[src/rtl/pipe_stage_elastic.sv]
// Elastic pipeline register: DEPTH-entry circular buffer with a valid/ready handshake, flush and NOP bubble.
// Latency: 1 cycle from an accepted push into an empty buffer to out_valid. No bypass path.
// Backpressure: in_ready = (count < DEPTH) from the count register only, so no combinational path from out_ready.
//
// Ports:
//   CLK, RST      rising-edge clock; asynchronous active-high reset
//   flush         synchronous clear of every entry; dominates a same-cycle push and pop
//   in_valid/in_ready/in_data     upstream handshake and payload
//   out_valid/out_ready/out_data  downstream handshake; out_data = BUBBLE while empty
//   count         occupied entries
//   overflow_err  sticky; upstream dropped in_valid while refused (protocol violation)
module pipe_stage_elastic #(
    parameter int               WIDTH  = 64,
    parameter int               DEPTH  = 2,
    parameter logic [WIDTH-1:0] BUBBLE = '0
) (
    input  logic                         CLK,
    input  logic                         RST,
    input  logic                         flush,
    input  logic                         in_valid,
    output logic                         in_ready,
    input  logic [WIDTH-1:0]             in_data,
    output logic                         out_valid,
    input  logic                         out_ready,
    output logic [WIDTH-1:0]             out_data,
    output logic [$clog2(DEPTH+1)-1:0]   count,
    output logic                         overflow_err
);
    localparam int              PW       = (DEPTH > 1) ? $clog2(DEPTH) : 1;
    localparam int              CW       = $clog2(DEPTH + 1);
    localparam logic [PW-1:0]   PTR_LAST = PW'(DEPTH - 1);
    localparam logic [CW-1:0]   CNT_FULL = CW'(DEPTH);

    logic [WIDTH-1:0] mem_q [DEPTH];

    logic [PW-1:0] rd_ptr_q, rd_ptr_d;
    logic [PW-1:0] wr_ptr_q, wr_ptr_d;
    logic [CW-1:0] count_q, count_d;
    // Upstream was refused last cycle and must keep in_valid asserted.
    logic          refused_q, refused_d;
    logic          overflow_q, overflow_d;

    logic push;
    logic pop;

    assign in_ready     = (count_q < CNT_FULL);
    assign out_valid    = (count_q != '0);
    assign out_data     = out_valid ? mem_q[rd_ptr_q] : BUBBLE;
    assign count        = count_q;
    assign overflow_err = overflow_q;

    always_comb begin
        push       = in_valid && in_ready && !flush;
        pop        = out_valid && out_ready && !flush;
        rd_ptr_d   = rd_ptr_q;
        wr_ptr_d   = wr_ptr_q;
        count_d    = count_q;
        refused_d  = in_valid && !in_ready && !flush;
        overflow_d = overflow_q || (refused_q && !in_valid);

        if (flush) begin
            rd_ptr_d = '0;
            wr_ptr_d = '0;
            count_d  = '0;
        end else begin
            if (push) begin
                wr_ptr_d = (wr_ptr_q == PTR_LAST) ? '0 : wr_ptr_q + 1'b1;
            end
            if (pop) begin
                rd_ptr_d = (rd_ptr_q == PTR_LAST) ? '0 : rd_ptr_q + 1'b1;
            end
            if (push && !pop) begin
                count_d = count_q + 1'b1;
            end else if (pop && !push) begin
                count_d = count_q - 1'b1;
            end
        end
    end

    always_ff @(posedge CLK or posedge RST) begin
        if (RST) begin
            rd_ptr_q   <= '0;
            wr_ptr_q   <= '0;
            count_q    <= '0;
            refused_q  <= 1'b0;
            overflow_q <= 1'b0;
        end else begin
            rd_ptr_q   <= rd_ptr_d;
            wr_ptr_q   <= wr_ptr_d;
            count_q    <= count_d;
            refused_q  <= refused_d;
            overflow_q <= overflow_d;
        end
    end

    // Payload storage needs no reset: out_data is masked by out_valid.
    always_ff @(posedge CLK) begin
        if (push) begin
            mem_q[wr_ptr_q] <= in_data;
        end
    end

endmodule

[config.mk]
export PLATFORM = sky130hd
export DESIGN_NAME = pipe_stage_elastic
export DESIGN_NICKNAME = d
export VERILOG_FILES = /design/src/rtl/pipe_stage_elastic.sv
export SDC_FILE = /design/constraint.sdc
export NUM_CORES = 1
export LEC_CHECK = 0
export ABC_AREA = 1
export CAP_MARGIN = 10
export CORE_ASPECT_RATIO = 1.25
export CORE_MARGIN = 10
export CORE_UTILIZATION = 52
export CTS_BUF_LIST = sky130_fd_sc_hd__clkbuf_16
export DETAILED_ROUTE_END_ITERATION = 8
export PLACE_DENSITY = 0.85
export SETUP_SLACK_MARGIN = 0.15
export SLEW_MARGIN = 20
export SYNTH_ARGS = -nofsm -noshare
export SYNTH_HDL_FRONTEND = slang
export SYNTH_SLANG_ARGS = --single-unit
[constraint.sdc]
create_clock -name CLK -period 8.25 [get_ports CLK]
set_input_delay 0.825 -clock CLK [delete_from_list [all_inputs] [get_ports CLK]]
set_output_delay 0.825 -clock CLK [all_outputs]
set_load 0.05 [all_outputs]
==> flow_results.xml, run 1 <==
<?xml version="1.0" encoding="UTF-8"?>
<metrics>
  <group name="logic_synthesis">
    <metric name="post-synth-top-area-fraction" unit="">0.7544</metric>
    <metric name="yosysWarningCount" unit="">0</metric>
    <metric name="ys_top_cells_by_area" unit="">edfxtp_1 (75%), nand2_1 (10%), a21oi_1 (6.4%)</metric>
    <metric name="synthCells" unit="">383</metric>
    <metric name="synth_fp_nets" unit="">452</metric>
    <metric name="synth_area_leader_cell" unit="">edfxtp_1</metric>
    <metric name="synth_area_per_cell" unit="um^2">13.30</metric>
    <metric name="ys_seq_area_frac" unit="">0.7839</metric>
    <metric name="syn_area" unit="um^2">5095</metric>
    <metric name="synth_cell_type_count" unit="">19</metric>
    <metric name="yosys_register_bits" unit="">134</metric>
  </group>
  <group name="floorplan">
    <metric name="die_area" unit="um^2">14180</metric>
    <metric name="boundaryPins" unit="">138</metric>
    <metric name="placement_rows" unit="">40</metric>
    <metric name="fp.coreArea" unit="um^2">9609</metric>
    <metric name="die_width" unit="um">108.5</metric>
    <metric name="floorplan.die.height" unit="um">130.7</metric>
    <metric name="floorplan.initialDensity" unit="">0.5302</metric>
  </group>
  <group name="detailed_routing">
    <metric name="routed_antenna_nets" unit="">0</metric>
    <metric name="dr_total_vias" unit="">3426</metric>
    <metric name="routed_wire_length_per_instance" unit="um">17.71</metric>
    <metric name="first_pass_iters" unit="">4</metric>
    <metric name="drt-total-wl" unit="um">11700</metric>
    <metric name="per_cell_via_count_in_the_routed_design" unit="">5.183</metric>
    <metric name="remaining_design_rule_violation_count" unit="">0</metric>
    <metric name="first_iter_violations" unit="">232</metric>
  </group>
  <group name="clock_tree">
    <metric name="maximum_number_of_buffers_from_clock_root_to_sink" unit="">2</metric>
    <metric name="clk_latency" unit="ns">0.40</metric>
    <metric name="post_cts.repair.setup_buffers" unit="">0</metric>
    <metric name="cts.sink_count" unit="">134</metric>
    <metric name="cts_hold_repair.buffers" unit="">0</metric>
    <metric name="tritoncts" unit="">yes</metric>
    <metric name="clockRootBuffer" unit="">clkbuf_16</metric>
    <metric name="cts.reportedPaths.clkPinSlew" unit="ns">0.05</metric>
    <metric name="ctsHtreeMaxLevel" unit="">4</metric>
    <metric name="cts_resized" unit="">0</metric>
    <metric name="tritoncts.num_buffers" unit="">17</metric>
  </group>
  <group name="setup_path">
    <metric name="worst_ep_arrival_time" unit="ns">3.36</metric>
    <metric name="critical_path_peak_fanout" unit="">66</metric>
    <metric name="crit_type" unit="">reg -&gt; out</metric>
    <metric name="worstSetupEndpointType" unit="">primary output</metric>
    <metric name="worstPathRequired" unit="ns">7.42</metric>
    <metric name="start_kind" unit="">flip-flop</metric>
    <metric name="ff2ff_setup_slack" unit="ns">5.76</metric>
  </group>
  <group name="global_routing">
    <metric name="sum_of_overflow_across_all_layers_after_global_routing" unit="">0</metric>
    <metric name="grt_pass1_vias" unit="">3642</metric>
    <metric name="grt_max_degree" unit="">67</metric>
    <metric name="grt_antenna_before_repair" unit="">0</metric>
    <metric name="grt_util_all_layers" unit="">0.1699</metric>
    <metric name="grt_pass1_wl" unit="um">18390</metric>
  </group>
  <group name="sta">
    <metric name="fin_crit" unit="ns">4.189</metric>
    <metric name="tightest_slew" unit="ns">0.9723</metric>
    <metric name="hold_viol" unit="">0</metric>
    <metric name="slew_headroom" unit="">0.3518</metric>
    <metric name="finClkSkew" unit="ns">0.005673</metric>
    <metric name="clock.fmax" unit="MHz">238.7</metric>
    <metric name="rsz_0062_raised_after_global_routing" unit="">no</metric>
    <metric name="timing_max_transition_violations_final" unit="">0</metric>
    <metric name="final.setup.worst_slack" unit="ns">4.061</metric>
    <metric name="setup_viol_count_final" unit="">0</metric>
    <metric name="setup_total_negative_slack" unit="ns">0</metric>
    <metric name="timing.final.crit_share" unit="">0.5077</metric>
  </group>
  <group name="pwr">
    <metric name="peakVddDrop" unit="mV">0.1692</metric>
    <metric name="total_leakage_power" unit="nW">2.548</metric>
    <metric name="total_power_per_unit_cell_area" unit="nW/um^2">267.5</metric>
    <metric name="totalPowerFinal" unit="mW">1.921</metric>
  </group>
  <group name="hold_path">
    <metric name="timing.hold.worst.class" unit="">reg -&gt; reg</metric>
  </group>
  <group name="place">
    <metric name="dp_cells" unit="">629</metric>
    <metric name="dp_worst_setup_slack" unit="ns">4.470</metric>
    <metric name="place_congestion" unit="">0.7794</metric>
    <metric name="final_hpwl_dp" unit="um">7634</metric>
    <metric name="placement.io_buffers" unit="">137</metric>
    <metric name="post_dp_cell_area" unit="um^2">6568</metric>
  </group>
  <group name="final_layout">
    <metric name="mostFrequentLayoutCell" unit="">clkdlybuf4s50_1</metric>
    <metric name="layout_stage_area_growth_over_the_synthesis_result" unit="%">40.96</metric>
    <metric name="final_area" unit="um^2">7182</metric>
    <metric name="final_layout_size_suffix_gt1_frac" unit="">0.08224</metric>
    <metric name="antenna-diode-count" unit="">0</metric>
    <metric name="num-nets-final" unit="">591</metric>
    <metric name="most-common-layout-cells" unit="">clkdlybuf4s50_1 (137), nand2_1 (136), edfxtp_1 (128), a21oi_1 (65), clkbuf_16 (17)</metric>
    <metric name="finalNonFillerCells" unit="">661</metric>
  </group>
  <group name="job">
    <metric name="timing.max_cap.violations" unit="">0</metric>
  </group>
  <group name="outcome">
    <metric name="run_status" unit="">complete, no violations</metric>
  </group>
</metrics>
## through the flow
stage / util / hold WS (ns)
after global placement: 0.6814 / 0.4379
after floorplan: - / 0.4301
after global routing: 0.7474 / 0.4836
after CTS: 0.7473 / 0.4680
final: 0.7474 / 0.4613
after detailed placement: 0.6835 / 0.4556
## report_power, final
part           leakage (nW)  total [mW]  internal [mW]  switching [mW]
registers              1.25       0.795          0.781          0.0138
logic                  1.01       0.364          0.118           0.246
clock network         0.289       0.762          0.501           0.261
## kinds of logic after synthesis
kind of cell           count (synthesis)  share of synthesized area
and+or+nand+nor                      150                     0.1164
DFF                                  134                     0.7839
AOI/OAI and AO/OA                     69                    0.06901
buffers and inverters                 30                    0.03070
## state kept, by name (all words and copies together), names as in the netlist
signal,cells
overflow_err,1
wr_ptr_q,1
count,2
refused_q,1
rd_ptr_q,1
mem_q,128
## final cells by class
type,instances,area [um^2]
Inverter,9,35.03
Clock inverter,15,187.7
Sequential cell,134,3995
Fill cell,625,2427
Tap cell,126,157.7
Clock buffer,17,425.4
Multi-Input combinational cell,219,967.2
Timing Repair Buffer,141,1414
## metal layers
metal	GRT usage	share of wire	vias to the layer above
met1	0.1797	0.37	1650
met5	0	0	-
met2	0.2941	0.53	135
met3	0.06712	0.080	17
met4	0.07304	0.016	0
li1	-	-	1624
## synth_stat cells
library cell	instances
dfrtp_1	6
buf_2	11
buf_4	8
a21oi_1	65
clkbuf_1	2
o21ai_0	2
inv_1	8
nand2_1	136
a21o_1	1
nor3_1	1
nor2_4	1
nand2_4	1
a21oi_2	1
edfxtp_1	128
nand2_2	3
nand3_1	3
nor2_1	4
inv_2	1
nand4_1	1
## critical path: stages (launching register included)
cell	delay, ns
dfrtp_2	0.68
buf_12	0.28
clkinv_2	0.76
nand2_1	0.32
a21oi_1	0.11
clkdlybuf4s50_1	0.77
## final timing paths
path,depth (start not counted),endpoint,startpoint
min in group asynchronous,2,count[1],RST
setup reg to reg,6,mem_q[1][14],count[1]
max in group asynchronous,2,rd_ptr_q,RST
setup / recovery,5,out_data[14],rd_ptr_q
hold reg to reg,1,overflow_err,overflow_err
hold / removal,1,overflow_err,overflow_err
No activity file was read; power rests on OpenSTA's default activity.
==> inputs of run 2 (changes only) <==
- CORE_UTILIZATION: 52 -> 48
- PLACE_DENSITY: 0.85 -> 0.8
- clock period: 8.25 -> 4.4 ns (I/O delays scaled with it)
==> flow_results.xml, run 2 (synthesized netlist as in run 1, its figures left out) <==
<?xml version="1.0" encoding="UTF-8"?>
<metrics>
  <group name="global_routing">
    <metric name="grt_util_all_layers" unit="">0.1504</metric>
    <metric name="grt_pass1_vias" unit="">3638</metric>
    <metric name="grt_pass1_wl" unit="um">18060</metric>
    <metric name="grt_antenna_before_repair" unit="">0</metric>
    <metric name="sum_of_overflow_across_all_layers_after_global_routing" unit="">0</metric>
    <metric name="grt_max_degree" unit="">67</metric>
  </group>
  <group name="floorplan">
    <metric name="die_area" unit="um^2">15160</metric>
    <metric name="fp.coreArea" unit="um^2">10510</metric>
    <metric name="boundaryPins" unit="">138</metric>
    <metric name="floorplan.initialDensity" unit="">0.4848</metric>
    <metric name="floorplan.die.height" unit="um">135.2</metric>
    <metric name="die_width" unit="um">112.2</metric>
    <metric name="placement_rows" unit="">42</metric>
  </group>
  <group name="place">
    <metric name="post_dp_cell_area" unit="um^2">6600</metric>
    <metric name="final_hpwl_dp" unit="um">7503</metric>
    <metric name="placement.io_buffers" unit="">137</metric>
    <metric name="dp_cells" unit="">635</metric>
    <metric name="dp_worst_setup_slack" unit="ns">1.551</metric>
    <metric name="place_congestion" unit="">0.8054</metric>
  </group>
  <group name="detailed_routing">
    <metric name="dr_total_vias" unit="">3415</metric>
    <metric name="routed_antenna_nets" unit="">0</metric>
    <metric name="remaining_design_rule_violation_count" unit="">0</metric>
    <metric name="routed_wire_length_per_instance" unit="um">17.38</metric>
    <metric name="first_pass_iters" unit="">5</metric>
    <metric name="drt-total-wl" unit="um">11590</metric>
    <metric name="per_cell_via_count_in_the_routed_design" unit="">5.120</metric>
    <metric name="first_iter_violations" unit="">195</metric>
  </group>
  <group name="final_layout">
    <metric name="num-nets-final" unit="">591</metric>
    <metric name="antenna-diode-count" unit="">0</metric>
    <metric name="layout_stage_area_growth_over_the_synthesis_result" unit="%">41.55</metric>
    <metric name="most-common-layout-cells" unit="">clkdlybuf4s50_1 (137), nand2_1 (136), edfxtp_1 (128), a21oi_1 (65), clkbuf_16 (17)</metric>
    <metric name="most_flop_heavy_register" unit="">mem_q</metric>
    <metric name="register_area" unit="um^2">3995</metric>
    <metric name="mostFrequentLayoutCell" unit="">clkdlybuf4s50_1</metric>
    <metric name="final_layout_size_suffix_gt1_frac" unit="">0.08224</metric>
    <metric name="fillers" unit="">743</metric>
    <metric name="finalNonFillerCells" unit="">667</metric>
    <metric name="max_ffs_per_register" unit="">128</metric>
    <metric name="multi_input_logic_area" unit="um^2">967.2</metric>
    <metric name="final_area" unit="um^2">7212</metric>
  </group>
  <group name="sta">
    <metric name="fin_worst_hold_slack" unit="ns">0.2760</metric>
    <metric name="final.setup.worst_slack" unit="ns">1.304</metric>
    <metric name="tightest_slew" unit="ns">0.9968</metric>
    <metric name="fin_crit" unit="ns">3.096</metric>
    <metric name="hold_viol" unit="">0</metric>
    <metric name="slew_headroom" unit="">0.3339</metric>
    <metric name="finClkSkew" unit="ns">0.006818</metric>
    <metric name="setup_viol_count_final" unit="">0</metric>
    <metric name="rsz_0062_raised_after_global_routing" unit="">no</metric>
    <metric name="timing.final.crit_share" unit="">0.7036</metric>
    <metric name="timing_max_transition_violations_final" unit="">0</metric>
    <metric name="clock.fmax" unit="MHz">323.0</metric>
    <metric name="setup_total_negative_slack" unit="ns">0</metric>
  </group>
  <group name="setup_path">
    <metric name="critPathTopFamily" unit="">buffers and inverters</metric>
    <metric name="critical_path_peak_fanout" unit="">66</metric>
    <metric name="slowest_delay" unit="ns">0.85</metric>
    <metric name="worst_ep_arrival_time" unit="ns">2.66</metric>
    <metric name="critical_path.n_buffers_inverters" unit="">2</metric>
    <metric name="timing.rr.start" unit="">count[1]</metric>
    <metric name="crit_type" unit="">reg -&gt; out</metric>
    <metric name="start_kind" unit="">flip-flop</metric>
    <metric name="worst_r2r_endpoint" unit="">mem_q[0][35]</metric>
    <metric name="worstPathCellList" unit="">clkinv_2, nand2_1, a21oi_1, clkdlybuf4s50_1</metric>
    <metric name="worstSetupEndpointType" unit="">primary output</metric>
    <metric name="worstPathRequired" unit="ns">3.96</metric>
    <metric name="ff2ff_setup_slack" unit="ns">2.10</metric>
    <metric name="timing.reg2reg.worst_path_depth" unit="">6</metric>
    <metric name="cp_slowest_cell" unit="">clkdlybuf4s50_1</metric>
  </group>
  <group name="clock_tree">
    <metric name="cts_resized" unit="">0</metric>
    <metric name="post_cts.repair.setup_buffers" unit="">0</metric>
    <metric name="clk_latency" unit="ns">0.40</metric>
    <metric name="tritoncts" unit="">yes</metric>
    <metric name="clockRootBuffer" unit="">clkbuf_16</metric>
    <metric name="maximum_number_of_buffers_from_clock_root_to_sink" unit="">2</metric>
    <metric name="ctsHtreeMaxLevel" unit="">4</metric>
    <metric name="tritoncts.num_buffers" unit="">17</metric>
    <metric name="cts_hold_repair.buffers" unit="">0</metric>
    <metric name="cts.reportedPaths.clkPinSlew" unit="ns">0.05</metric>
    <metric name="cts.sink_count" unit="">134</metric>
  </group>
  <group name="outcome">
    <metric name="run_status" unit="">complete, no violations</metric>
  </group>
  <group name="pwr">
    <metric name="total_leakage_power" unit="nW">2.557</metric>
    <metric name="peakVddDrop" unit="mV">0.3441</metric>
    <metric name="total_power_per_unit_cell_area" unit="nW/um^2">501.3</metric>
  </group>
  <group name="job">
    <metric name="timing.max_cap.violations" unit="">0</metric>
  </group>
  <group name="hold_path">
    <metric name="timing.hold.worst.class" unit="">in -&gt; async</metric>
  </group>
</metrics>
-- run 2: cell types whose count changed in the layout (fill, tap and decap cells not counted), sizes merged --
cell      previous run  this run
clkinvlp             4         3
clkinv               7         8
-- run 2: cell type report --
cell class	count	area share
clock buffer	17	0.05899
clock inverter	15	0.02568
inverter	9	0.004858
multi-input combinational	219	0.1341
sequential	134	0.5540
tap	132	0.02290
timing repair buffer	141	0.1995
-- run 2: worst max-delay path by stage --
| stage | startpoint | depth (start not counted) | slack (ns) | endpoint |
|---|---|---|---|---|
| 2_1_floorplan | count[1] | 5 | 0.05 | mem_q[0][0] |
| 3_3_place_gp | rd_ptr_q | 4 | 1.57 | out_data[38] |
| 3_5_place_dp | rd_ptr_q | 4 | 1.55 | out_data[14] |
| 4_1_cts | rd_ptr_q | 4 | 1.05 | out_data[28] |
| 5_1_grt | rd_ptr_q | 4 | 1.12 | out_data[28] |
| 6_report | rd_ptr_q | 4 | 1.30 | out_data[48] |
-- run 2: power by group --
part | leakage, nW | switching, mW | internal [mW]
sequential | 1.25 | 0.0189 | 1.46
clock | 0.289 | 0.497 | 0.939
combinational | 1.02 | 0.470 | 0.227
-- run 2: worst register-to-register path: stages (launching register included) --
cell     delay, ns
dfrtp_1       0.45
inv_2         0.15
nand2_4       0.08
nor2_4        0.10
inv_1         0.12
nor2_4        0.77
buf_12        0.32
-- run 2: through the flow --
stage | utilization | total power [mW]
detailed placement | 0.6280 | 2.209
finish | 0.6862 | 3.615
global route | 0.6862 | 3.734
global placement | 0.6280 | 2.199
floorplan | - | 1.943
CTS | 0.6861 | 3.644
-- run 2: per-layer routing --
metal | GRT usage | vias to the layer above | share of wire
li1 | - | 1630 | -
met3 | 0.06028 | 13 | 0.076
met4 | 0.05438 | 0 | 0.013
met1 | 0.1595 | 1637 | 0.39
met2 | 0.2640 | 135 | 0.52
met5 | 0 | - | 0
